**src/rtl/bcd_rr_arbiter_pkg.sv**
```systemverilog
// Shared types and constants for the BCD round-robin arbiter.
//   N_MAX         : widest supported requester vector (10, one per decimal digit)
//   BCD_W         : width of a BCD digit index
//   HOLD_W        : width of the saturating grant-hold counter
//   state_t       : arbiter FSM states
//   dbg_t         : debug snapshot of the FSM exported by the top
//   bcd_to_onehot : decimal index -> one-hot grant vector
package bcd_arb_pkg;

  localparam int N_MAX  = 10;
  localparam int BCD_W  = 4;
  localparam int HOLD_W = 8;

  typedef logic [BCD_W-1:0] idx_t;

  typedef enum logic [1:0] {
    IDLE    = 2'd0,
    GRANT   = 2'd1,
    RELEASE = 2'd2
  } state_t;

  typedef struct packed {
    state_t            state;
    idx_t              last_ptr;
    logic [HOLD_W-1:0] hold_cnt;
    logic              hold_at_limit; // hold_cnt == MAX_HOLD (forces release only with timeout)
  } dbg_t;

  function automatic logic [N_MAX-1:0] bcd_to_onehot(input idx_t idx);
    logic [N_MAX-1:0] vec;
    vec = '0;
    vec[idx] = 1'b1;
    return vec;
  endfunction

endpackage

```
**src/rtl/bcd_rr_arbiter_if.sv**
```systemverilog
// Request/grant bundle between requesting units (master) and the arbiter (slave).
//   req     : per-requester request level
//   done    : current owner finished
//   gnt     : registered one-hot grant, zero when no owner
//   gnt_bcd : BCD index of the granted bit, 0 when no owner
//   gnt_vld : gnt != 0
//   preempt : one-cycle pulse when a grant is taken away by timeout
// Handshake: a requester raises req[i] and holds it until it sees gnt[i]; it
// owns the resource while gnt[i]=1 and ends ownership either by pulsing done
// or by dropping req[i]. done is only looked at while a grant is active.
interface bcd_rr_arbiter_if;
  import bcd_arb_pkg::*;

  logic [N_MAX-1:0] req;
  logic             done;
  logic [N_MAX-1:0] gnt;
  idx_t             gnt_bcd;
  logic             gnt_vld;
  logic             preempt;

  modport master (output req, done, input gnt, gnt_bcd, gnt_vld, preempt);
  modport slave  (input req, done, output gnt, gnt_bcd, gnt_vld, preempt);

endinterface

```
**src/rtl/bcd_rr_arbiter_rr_pick.sv**
```systemverilog
// Combinational rotated-priority picker.
//   req         : request vector (bits >= N_REQ ignored)
//   last_ptr    : index of the previous owner; scan starts one above it, wrapping
//   pick_onehot : one-hot winner, zero when nothing requests
//   pick_bcd    : BCD index of the winner, 0 when nothing requests
//   pick_any    : some requester in range is asserting req
module rr_pick
  import bcd_arb_pkg::*;
#(
  parameter int N_REQ = 10
) (
  input  logic [N_MAX-1:0] req,
  input  idx_t             last_ptr,
  output logic [N_MAX-1:0] pick_onehot,
  output idx_t             pick_bcd,
  output logic             pick_any
);

  logic [N_MAX-1:0] req_m;

  always_comb begin
    req_m = '0;
    req_m[N_REQ-1:0] = req[N_REQ-1:0];
  end

  // Walk the rotation from farthest to nearest so the nearest set bit
  // above last_ptr is the final assignment and therefore wins.
  always_comb begin
    int idx;
    idx      = 0;
    pick_bcd = '0;
    for (int k = N_REQ; k >= 1; k--) begin
      idx = (int'(last_ptr) + k) % N_REQ;
      if (req_m[idx]) pick_bcd = idx_t'(idx);
    end
  end

  assign pick_any    = |req_m;
  assign pick_onehot = pick_any ? bcd_to_onehot(pick_bcd) : '0;

endmodule

```
**src/rtl/bcd_rr_arbiter.sv**
```systemverilog
// Round-robin arbiter sharing one decimal-digit resource among up to 10
// requesters. Grants are registered one-hot plus BCD index; an owner keeps the
// grant until done or until it drops its request, then one turnaround cycle
// (RELEASE) and one IDLE cycle pass before the next grant.
//   clk, rst_n : clock, asynchronous active-low reset
//   bus        : bcd_rr_arbiter_if.slave (req, done in; gnt, gnt_bcd, gnt_vld, preempt out)
//   dbg        : FSM state, priority pointer and hold counter
// Optional feature: define ARB_TIMEOUT_EN to force release after MAX_HOLD
// cycles of ownership, flagged by a one-cycle preempt pulse.
module bcd_rr_arbiter
  import bcd_arb_pkg::*;
#(
  parameter int N_REQ    = 10,
  parameter int MAX_HOLD = 15
) (
  input  logic                 clk,
  input  logic                 rst_n,
  bcd_rr_arbiter_if.slave      bus,
  output dbg_t                 dbg
);

  state_t            state;
  idx_t              last_ptr;
  logic [HOLD_W-1:0] hold_cnt;
  logic [N_MAX-1:0]  gnt_r;
  idx_t              gnt_bcd_r;
  logic              gnt_vld_r;
  logic              preempt_r;

  logic [N_MAX-1:0]  pick_onehot;
  idx_t              pick_bcd;
  logic              pick_any;

  logic              owner_req;
  logic              hold_at_limit;
  logic              timeout;
  logic              release_now;

  rr_pick #(.N_REQ(N_REQ)) u_pick (
    .req         (bus.req),
    .last_ptr    (last_ptr),
    .pick_onehot (pick_onehot),
    .pick_bcd    (pick_bcd),
    .pick_any    (pick_any)
  );

  assign owner_req     = bus.req[gnt_bcd_r];
  assign hold_at_limit = (hold_cnt == HOLD_W'(MAX_HOLD));

`ifdef ARB_TIMEOUT_EN
  assign timeout = hold_at_limit;
`else
  assign timeout = 1'b0;
`endif

  assign release_now = bus.done || !owner_req || timeout;

  always_ff @(posedge clk or negedge rst_n) begin
    if (!rst_n) begin
      state     <= IDLE;
      last_ptr  <= idx_t'(N_REQ-1);
      hold_cnt  <= '0;
      gnt_r     <= '0;
      gnt_bcd_r <= '0;
      gnt_vld_r <= 1'b0;
      preempt_r <= 1'b0;
    end else begin
      preempt_r <= 1'b0;
      case (state)
        IDLE: begin
          if (pick_any) begin
            gnt_r     <= pick_onehot;
            gnt_bcd_r <= pick_bcd;
            gnt_vld_r <= 1'b1;
            hold_cnt  <= HOLD_W'(1);
            state     <= GRANT;
          end
        end
        GRANT: begin
          if (release_now) begin
            gnt_r     <= '0;
            gnt_bcd_r <= '0;
            gnt_vld_r <= 1'b0;
            last_ptr  <= gnt_bcd_r;
            state     <= RELEASE;
            // A timeout coinciding with done or a request drop is an
            // ordinary release, not a preemption.
            preempt_r <= timeout && !bus.done && owner_req;
          end else if (hold_cnt != {HOLD_W{1'b1}}) begin
            hold_cnt <= hold_cnt + HOLD_W'(1);
          end
        end
        RELEASE: state <= IDLE;
        default: state <= IDLE;
      endcase
    end
  end

  assign bus.gnt     = gnt_r;
  assign bus.gnt_bcd = gnt_bcd_r;
  assign bus.gnt_vld = gnt_vld_r;
  assign bus.preempt = preempt_r;

  assign dbg.state         = state;
  assign dbg.last_ptr      = last_ptr;
  assign dbg.hold_cnt      = hold_cnt;
  assign dbg.hold_at_limit = hold_at_limit;

endmodule

```
**src/flat_wrapper.sv**
```systemverilog
// flat-port wrapper written by rule: the top's interface ports become plain ports
module bcd_rr_arbiter_flat import bcd_arb_pkg::*;
#(
  parameter int N_REQ    = 10,
  parameter int MAX_HOLD = 15
)
  (clk, rst_n, dbg, bus_req, bus_done, bus_gnt, bus_gnt_bcd, bus_gnt_vld, bus_preempt);
  bcd_rr_arbiter_if bus_i ();
  input  logic clk;
  input  logic rst_n;
  output dbg_t dbg;
  input wire logic [$bits(bus_i.req)-1:0] bus_req;
  input wire logic [$bits(bus_i.done)-1:0] bus_done;
  output wire logic [$bits(bus_i.gnt)-1:0] bus_gnt;
  output wire logic [$bits(bus_i.gnt_bcd)-1:0] bus_gnt_bcd;
  output wire logic [$bits(bus_i.gnt_vld)-1:0] bus_gnt_vld;
  output wire logic [$bits(bus_i.preempt)-1:0] bus_preempt;
  assign bus_i.req = bus_req;
  assign bus_i.done = bus_done;
  assign bus_gnt = bus_i.gnt;
  assign bus_gnt_bcd = bus_i.gnt_bcd;
  assign bus_gnt_vld = bus_i.gnt_vld;
  assign bus_preempt = bus_i.preempt;
  bcd_rr_arbiter #(.N_REQ(N_REQ), .MAX_HOLD(MAX_HOLD)) u_core (.clk(clk), .rst_n(rst_n), .bus(bus_i), .dbg(dbg));
endmodule
```
**config.mk**
```make
export PLATFORM = sky130hd
export DESIGN_NAME = bcd_rr_arbiter_flat
export DESIGN_NICKNAME = d
export VERILOG_FILES = /design/src/rtl/bcd_rr_arbiter_pkg.sv /design/src/rtl/bcd_rr_arbiter_if.sv /design/src/rtl/bcd_rr_arbiter_rr_pick.sv /design/src/rtl/bcd_rr_arbiter.sv /design/src/flat_wrapper.sv
export SDC_FILE = /design/constraint.sdc
export NUM_CORES = 1
export LEC_CHECK = 0
export ABC_AREA = 1
export BUFFER_PORTS_ARGS = -buffer_cell sky130_fd_sc_hd__buf_2
export CELL_PAD_IN_SITES_DETAIL_PLACEMENT = 0
export CELL_PAD_IN_SITES_GLOBAL_PLACEMENT = 1
export CORE_MARGIN = 4
export CORE_UTILIZATION = 46
export DETAILED_ROUTE_END_ITERATION = 7
export PLACE_DENSITY_LB_ADDON = 0.1
export SYNTH_ARGS = -nofsm -noshare
export SYNTH_HDL_FRONTEND = slang
export SYNTH_HIERARCHICAL = 1
export SYNTH_SLANG_ARGS = --single-unit
```
**constraint.sdc**
```tcl
create_clock -name clk -period 11.2 [get_ports clk]
set_input_delay 1.68 -clock clk [delete_from_list [all_inputs] [get_ports clk]]
set_output_delay 1.68 -clock clk [all_outputs]
set_load 0.05 [all_outputs]
```
---- Word level (Yosys, flattened, before mapping) ----
Cells that the tools add are included.
storage, ports and cells
  output and inout bits ................... 31
  flip-flop bits (word level) ............. 29
operators by class
  add/subtract/negate cells ............... 11
  mux-type cells .......................... 60
  eq/ne operators ......................... 7
  $lt $le $gt $ge ......................... 13
  reduce and logical (&&, ||, !) cells .... 10
  divide/modulo/power cells ............... 10
operators with widths
  kind                   count
  $lt 32x6->1 const B    10
  $mod 32x5->32 const B  10
  $mux 4                 12
  $bmux 1 s4             11
  $mux 1                 24
  $mux 8                 3
  $add 4x3->5 const B    4
  $mux 10                2
  $pmux 10 s2            1
  $pmux 8 s2             1
  $add 4x4->5 const B    3
  $add 4x2->5 const B    2
  $lt 4x5->1 const B     2
  $reduce_or 10->1       1
  $add 8x1->8 const B    1
  $eq 8x4->1 const B     1
  $ne 8x8->1 const B     1
  $pmux 4 s2             1
  $ne 2x1->1 const B     3
  $add 4x1->5 const B    1
  $demux 1 s4            1
  $ge 4x1->1 const B     1
  $mux 2                 2
  $pmux 2 s2             1
  11 further kinds       12

---- Depth between registers and ports, before layout ----
Gate-level depths: netlist of the first run.
  depth in word-level cells ............... 21
  depth in mapped cells ................... 36
  mapped depth without buffers ............ 36

---- Cells and area by module ----
Netlist of the first run, hierarchy kept.
by module, submodules not included
  module          instances  area an instance (µm²)  cells an instance
  rr_pick         1          3,204.3                 593
  bcd_rr_arbiter  1          1,506.4                 192

---- Worst setup path after synthesis of the first run ----
Ideal clock, no wire load.
  path type ............................... reg-to-reg
  start point ............................. reg u_core.last_ptr[2]
  end point ............................... reg u_core.gnt_r[3] (netlist: u_core/bus.gnt[3])
  slack ................................... 7,331 ps
  buffers on the path ..................... 2
  library setup time ...................... 66 ps
  cell stages (with the launch flop) ...... 35
  arrival time ............................ 3,803 ps
  cell sequence ........................... dfrtp_1 > buf_4 > inv_2 > ha_1 > buf_2 > inv_1 > nand2_1 > ha_1 > inv_1 > nand3_1 > inv_1 > nand3_1 > nand2_1 > nand2_4 > nand2_1 > nand2_1 > nand2_1 > nand3_1 > nand2_1 > nand3_1 > o21bai_1 > nand2_1 > nand2_1 > nand2_1 > nand2_1 > nand2_1 > nand2_1 > nand2_1 > nand2_2 > nand2_4 > nand2_2 > nand2_1 > nor2_1 > nand3_1 > nand2_1
between the ends
  cells in the longest elaborated chain, start to end .. 21
ends and longest elaborated chain
  item                                                            line                          RTL
  from (decl)                                                     bcd_rr_arbiter.sv:23          idx_t last_ptr;
  from (signal assigned)                                          bcd_rr_arbiter.sv:61          last_ptr <= idx_t'(N_REQ-1);
  from (signal assigned)                                          bcd_rr_arbiter.sv:84          last_ptr <= gnt_bcd_r;
  $add 4x4->5                                                     bcd_rr_arbiter_rr_pick.sv:33  idx = (int'(last_ptr) + k) % N_REQ;
  $mod 32x5->32                                                   bcd_rr_arbiter_rr_pick.sv:33
  $bmux 1 s4                                                      bcd_rr_arbiter_rr_pick.sv:34  if (req_m[idx]) pick_bcd = idx_t'(idx);
  $mux 1 (not written as such) (2 in a row)                       bcd_rr_arbiter_rr_pick.sv:34
  $mux 4 (9 in a row)                                             bcd_rr_arbiter_rr_pick.sv:34
  $mux 4 (*)                                                      bcd_rr_arbiter_rr_pick.sv:34
  net u_core.pick_bcd[1]                                          bcd_rr_arbiter.sv:31          idx_t pick_bcd;
  $lt 4x5->1 (not written as such) or $ge 4x1->1 (tied branches)  bcd_rr_arbiter_pkg.sv:32      vec[idx] = 1'b1;
  $logic_and 1x1->1 (not written as such)                         bcd_rr_arbiter_pkg.sv:32
  $mux 1 (not written as such)                                    bcd_rr_arbiter_pkg.sv:32
  $demux 1 s4 (*)                                                 bcd_rr_arbiter_pkg.sv:32
  net u_core.pick_onehot[3]                                       bcd_rr_arbiter.sv:30          logic [N_MAX-1:0] pick_onehot;
  $mux 10 (*)                                                     bcd_rr_arbiter.sv:71          if (pick_any) begin
  $pmux 10 s2 (*)                                                 bcd_rr_arbiter.sv:69          case (state)
  to (signal assigned)                                            bcd_rr_arbiter.sv:72          gnt_r <= pick_onehot;
  to (decl)                                                       bcd_rr_arbiter.sv:25          logic [N_MAX-1:0] gnt_r;
The timed path passes the listed nets; every way through them passes the cells marked *. The select of a mux whose other input is x is not followed.
A chain may end at the register's enable or synchronous reset.

---- Final worst setup path of the first run ----
  start point ............................. reg u_core.last_ptr[1]
  end point ............................... reg u_core.gnt_r[6] (netlist: u_core/bus.gnt[6])
Same word-level chain as after synthesis.

==> metrics, run 1 <==
final setup vio count=0; Post-CTS Setup Bufs=0; Syn Inst Count=785; vias in the first global route=4514; cell family with most CP delay=simple AND/OR/NAND/NOR gates; H-tree levels=2; GR met2 Demand/Resource=0.362; GPL Wtd Cong=0.868; layout cell share with drive strength beyond 1=0.178; Inserted Clock Buffers=5; status=complete, no violations; Die Y=109 microns; CTS tree=built; flops & latches, synth=29; fin nets=869; io pins=44; crit path time final=4720 ps; Avg Inst Size Synth=6.00 sq um; Area Growth Syn to Fin=7.62%; antenna violations before repair=0; Slew headroom=0.377; Req. time, crit path=11420 ps; Antenna Violating Nets Remaining=0; GRT Util Overall=0.223; GRT overflow=0; min setup slack post-route=6480 ps; crit-path most repeated cell=nand2_1; Setup WS pre-CTS=6500 ps; post_cts resized=0; Die Span X=109 microns; WL/cell=13.6 microns; Residual DRC=0; later-pin clock latency in the skew report=280 ps; fin util=0.514; post-synthesis net count=837; CP Buf/Inv Count=4; Worst Skew=1.68 ps; Final period util=0.421; Synth Warn #=6; setup TNS=0 ps; Synth Cell Area=0.00471 sq mm; Critical Path Max Stage Delay=930 ps; Crit Path Class=reg2reg; Max Clk Rate=212 MHz; Final Hold Vio Count=0; CP Max Fanout=21; grt met1 use=0.316; maximum root-to-sink buffer count=2; total core area=0.00986 sq mm; RSZ-0062 raised after global routing=no; cts hold-fix bufs=0; first-pass detailed-route iteration total=5; initial DRC count=413; Slowest-stage cell, CP=dfrtp_1; Min-Delay Path Class=reg2reg; critical path data arrival time=4940 ps; clk sinks=29; Initial Util=0.478; asr flop ratio synth=1.00; register area share after synthesis=0.155; vias=4944; pin count of the biggest net entering global routing=30; Worst-Margin Slew=931 ps; floorplan row count=36; area of the die=0.0119 sq mm; Worst Setup End Kind=flop; Max-cap violations=0; global-route wire length before repair=21400 microns; # diodes=0; Slew Limit Fails=0; Fin Hold WS=472 ps; number of distinct library cells after synthesis=45; element type at the critical path start=flop; Top Usage Layer GRT=met2; Port Buffers=42; Post-DP HPWL=10300 microns; grt met3 use=0.0308; Primary FF master, synth=dfrtp_1; EDFF count, synth=0; final wirelength=13000 microns; post-DR vias/cell=5.20; clock root buffer=clkbuf_8; clk slew on worst S/H paths=60 ps
-- kinds of logic (layout without fill, tap and decap cells) --
| family | Yosys count | after routing | share of synthesized area |
|---|---|---|---|
| flops | 29 | 29 | 0.155 |
| other cells | 1 | 1 | 0.000796 |
| mux | 4 | 4 | 0.00850 |
| buf+inv | 122 | 155 | 0.105 |
| xor+xnor | 16 | 16 | 0.0329 |
| compound gates | 86 | 86 | 0.107 |
| simple gates | 488 | 488 | 0.487 |
| fa+ha+maj | 39 | 39 | 0.104 |
-- synthesized netlist by cell type, types with 5 or more instances --
library cell / instances / area share
ha_1: 39 / 0.10
nand3b_1: 5 / 0.0080
xor2_1: 12 / 0.022
nor3_1: 5 / 0.0053
inv_2: 12 / 0.0096
o21ai_0: 23 / 0.024
o21ai_2: 7 / 0.013
a21oi_1: 26 / 0.028
nand2_2: 36 / 0.048
clkbuf_1: 6 / 0.0048
inv_1: 93 / 0.074
nand2_1: 253 / 0.20
nor2_1: 51 / 0.041
o211ai_1: 7 / 0.011
nand3_2: 10 / 0.021
dfrtp_1: 27 / 0.14
nand2_4: 9 / 0.022
nand3_1: 89 / 0.095
o21ai_1: 14 / 0.015
or2_2: 6 / 0.0080
nand4_1: 7 / 0.0093
-- area by class of cell --
class,count,area [sq um]
clock buffer,6,72.6
clock inverter,2,10.0
fill,1038,4790
inverter,105,394
multi-input combinational,634,3490
sequential,29,728
tap,133,166
timing repair buffer,42,210
-- worst paths after layout --
path	to	from	slack (ps)	cells past startpoint
worst max-delay path	u_core/bus.gnt[6]$_DFFE_PN0P_	u_core/last_ptr[1]$_DFFE_PN0P_	6480	32
worst min-delay path	u_core/bus.gnt_vld$_DFFE_PN0P_	u_core/bus.gnt_vld$_DFFE_PN0P_	470	2
worst max register to register	u_core/bus.gnt[6]$_DFFE_PN0P_	u_core/last_ptr[1]$_DFFE_PN0P_	6480	32
worst min register to register	u_core/bus.gnt_vld$_DFFE_PN0P_	u_core/bus.gnt_vld$_DFFE_PN0P_	470	2
max in group asynchronous	u_core/last_ptr[1]$_DFFE_PN0P_	rst_n	9340	1
min in group asynchronous	u_core/bus.gnt[4]$_DFFE_PN0P_	rst_n	1430	1
-- state kept, by name, indices dropped and copies added (netlist names) --
name / count
u_core/state: 2
u_core/bus.gnt: 10
u_core/hold_cnt: 8
u_core/bus.gnt_vld: 1
u_core/last_ptr: 4
u_core/bus.gnt_bcd: 4
-- per-stage QoR --
step	area, sq um	std cells
2_1_floorplan	4710	785
3_3_place_gp	4990	943
3_5_place_dp	4990	943
4_1_cts	5070	951
5_1_grt	5070	951
6_report	5070	951
-- tightest hold or removal path: stages (launching register included) --
cell	delay, ps
dfrtp_1	340
nand2_1	50
nand2_1	50
-- layer usage --
layer	vias to the layer above	wire length, microns
li1	2572	-
met1	2241	6350
met2	113	5790
met3	18	646
met4	0	169
met5	-	0
-- layout by cell type, fill, tap and decap left out, drive strengths merged, types with 6 or more instances in the layout --
cell type	Yosys	final
a21oi	29	29
buf	10	42
clkbuf	7	6
dfrtp	27	27
ha	39	39
inv	105	105
nand2	298	298
nand3	100	100
nand4	7	7
nor2	56	56
nor3	7	7
o211ai	7	7
o21ai	44	44
or2	7	7
xor2	12	12
Power of run 1 is not shown: default switching activity piles up to over one toggle a cycle in this logic, so the estimate is an artifact.
==> inputs of run 2 (changes only) <==
Settings changed: CORE_UTILIZATION 46 to 43.
Clock period 11.2 ns to 4.7 ns, I/O delays scaled along.
==> metrics, run 2 (synthesis results as in run 1) <==
GPL Wtd Cong=0.905 (+4.2%); floorplan row count=37 (+2.8%); Post-DP HPWL=10500 microns (+1.7%); final wirelength=12900 microns (-0.56%); most frequent cells in the layout=253 x nand2_1, 93 x inv_1, 89 x nand3_1; Register Area=728 sq um (unchanged); Slew headroom=0.387 (+0.0105); clk sinks=29 (unchanged); Residual DRC=0 (unchanged); CP Max Fanout=12 (-43%); total core area=0.0105 sq mm (+6.5%); Area Growth Syn to Fin=8.74%; cts hold-fix bufs=0 (unchanged); GRT Util Overall=0.205 (-0.0181); Worst-Margin Slew=915 ps (-15.8 ps); Crit path depth=23 (-28%); CP cell instances=inv_1, ha_1, inv_1, ha_1, inv_1, nand2_1, o21ai_1, inv_1, o211ai_1, nand3_1, nand2_1, a21oi_1, nand2_1, nand2_1, nand2_1, nand2_1, nand2_1, nand2_1, nand2_1, nand3_2, nor2_1, nand3_1, nand2_1; maximum root-to-sink buffer count=2 (unchanged); Crit Path Class=reg2reg; CP Buf/Inv Count=4 (unchanged); crit-path most repeated cell=nand2_1; clk slew on worst S/H paths=60 ps (about the same); min-delay src=u_core/bus.gnt_vld$_DFFE_PN0P_; # diodes=0 (unchanged); vias=4855 (-1.8%); final setup vio count=0 (unchanged); clock root buffer=clkbuf_8; Max Clk Rate=237 MHz (+12%); Post-CTS Setup Bufs=0 (unchanged); Fillers=1091 (+5.1%); Initial Util=0.448 (-0.0293); CTS tree=built; Min-Delay Path Class=reg2reg; Worst Skew=4.17 ps (+2.49 ps); area of the multi-input gates=0.00349 sq mm (+0.11%); vias in the first global route=4507 (-0.16%); post-DR vias/cell=5.06 (-2.7%); leading cell type in the layout, fill and taps excluded=nand2_1; area of the die=0.0127 sq mm (+6.5%); critical path data arrival time=4430 ps (-510 ps); Max-cap violations=0 (unchanged); crit path time final=4210 ps (-504 ps); antenna violations before repair=0 (unchanged); Port Buffers=42 (unchanged); Slew Limit Fails=0 (unchanged); Req. time, crit path=4910 ps (-6510 ps); setup TNS=0 ps (unchanged); io pins=44 (unchanged); R2R Path Start=u_core/last_ptr[0]$_DFFE_PN1P_; later-pin clock latency in the skew report=280 ps (about the same); WL/cell=13.4 microns (-1.5%); GRT overflow=0 (unchanged); post_cts resized=0 (unchanged); pin count of the biggest net entering global routing=30 (unchanged); fin nets=875 (+0.69%); Final Hold Vio Count=0 (unchanged); element type at the critical path start=flop; Antenna Violating Nets Remaining=0 (unchanged); Inserted Clock Buffers=5 (unchanged); max reg flops=10 (unchanged); Die Y=113 microns (+3.2%); status=complete, no violations; RSZ-0062 raised after global routing=no; Hold Path Stages=2 (unchanged); H-tree levels=2 (unchanged); reg2reg path depth=23 (-28%); Worst Setup End Kind=flop; Die Span X=113 microns (+3.2%); Critical Path Max Stage Delay=670 ps (-260 ps); Worst Setup SP=u_core/last_ptr[0]$_DFFE_PN1P_; global-route wire length before repair=21900 microns (+2.3%); Slowest-stage cell, CP=dfstp_2; Final period util=0.897 (+0.475); cell family with most CP delay=simple AND/OR/NAND/NOR gates; initial DRC count=271 (-34%); layout cell share with drive strength beyond 1=0.186 (+0.00720); first-pass detailed-route iteration total=5 (unchanged)
## run 2: cell types whose count changed in the layout (fill, tap and decap cells not counted), sizes merged
cell,change
buf,+6
## run 2: final timing paths
kind                                                  end  slack [ps]
hold reg to reg            u_core/bus.gnt_vld$_DFFE_PN0P_         460
setup / recovery            u_core/bus.gnt[1]$_DFFE_PN0P_         490
max in group asynchronous  u_core/hold_cnt[3]$_DFFE_PN0P_        3790
hold / removal             u_core/bus.gnt_vld$_DFFE_PN0P_         460
min in group asynchronous   u_core/bus.gnt[0]$_DFFE_PN0P_         470
setup reg to reg            u_core/bus.gnt[1]$_DFFE_PN0P_         490
## run 2: metrics by stage
stage	worst slack (ps)	std cells	utilization	hold slack, ps	instance area, sq um
2_1_floorplan	831	785	-	409	4710
3_3_place_gp	531	952	0.479	449	5040
3_5_place_dp	516	952	0.479	454	5040
4_1_cts	483	960	0.487	471	5120
5_1_grt	7.84	960	0.487	496	5120
6_report	485	960	0.487	465	5120
## run 2: final cells by class
class | instances | share of cell area
clock buffers | 6 | 0.0142
clock inverters | 2 | 0.00195
inverters | 105 | 0.0769
multi-input cells | 634 | 0.682
flip-flops and latches | 29 | 0.142
well taps | 136 | 0.0332
repair buffers | 48 | 0.0498
## run 2: per-layer routing
layer  track usage  up-vias  wire (microns)
met1         0.301     2177            6730
li1              -     2575               -
met4        0.0385        0             154
met2         0.320       91            5530
met5             0        -               0
met3        0.0291       12             476
## run 2: tightest hold or removal path, cell delays in order (launching register included)
cell and delay [ps]:
dfrtp_1 340, nand2_1 50, nand2_1 50
Power of run 2 is left out for the same reason.
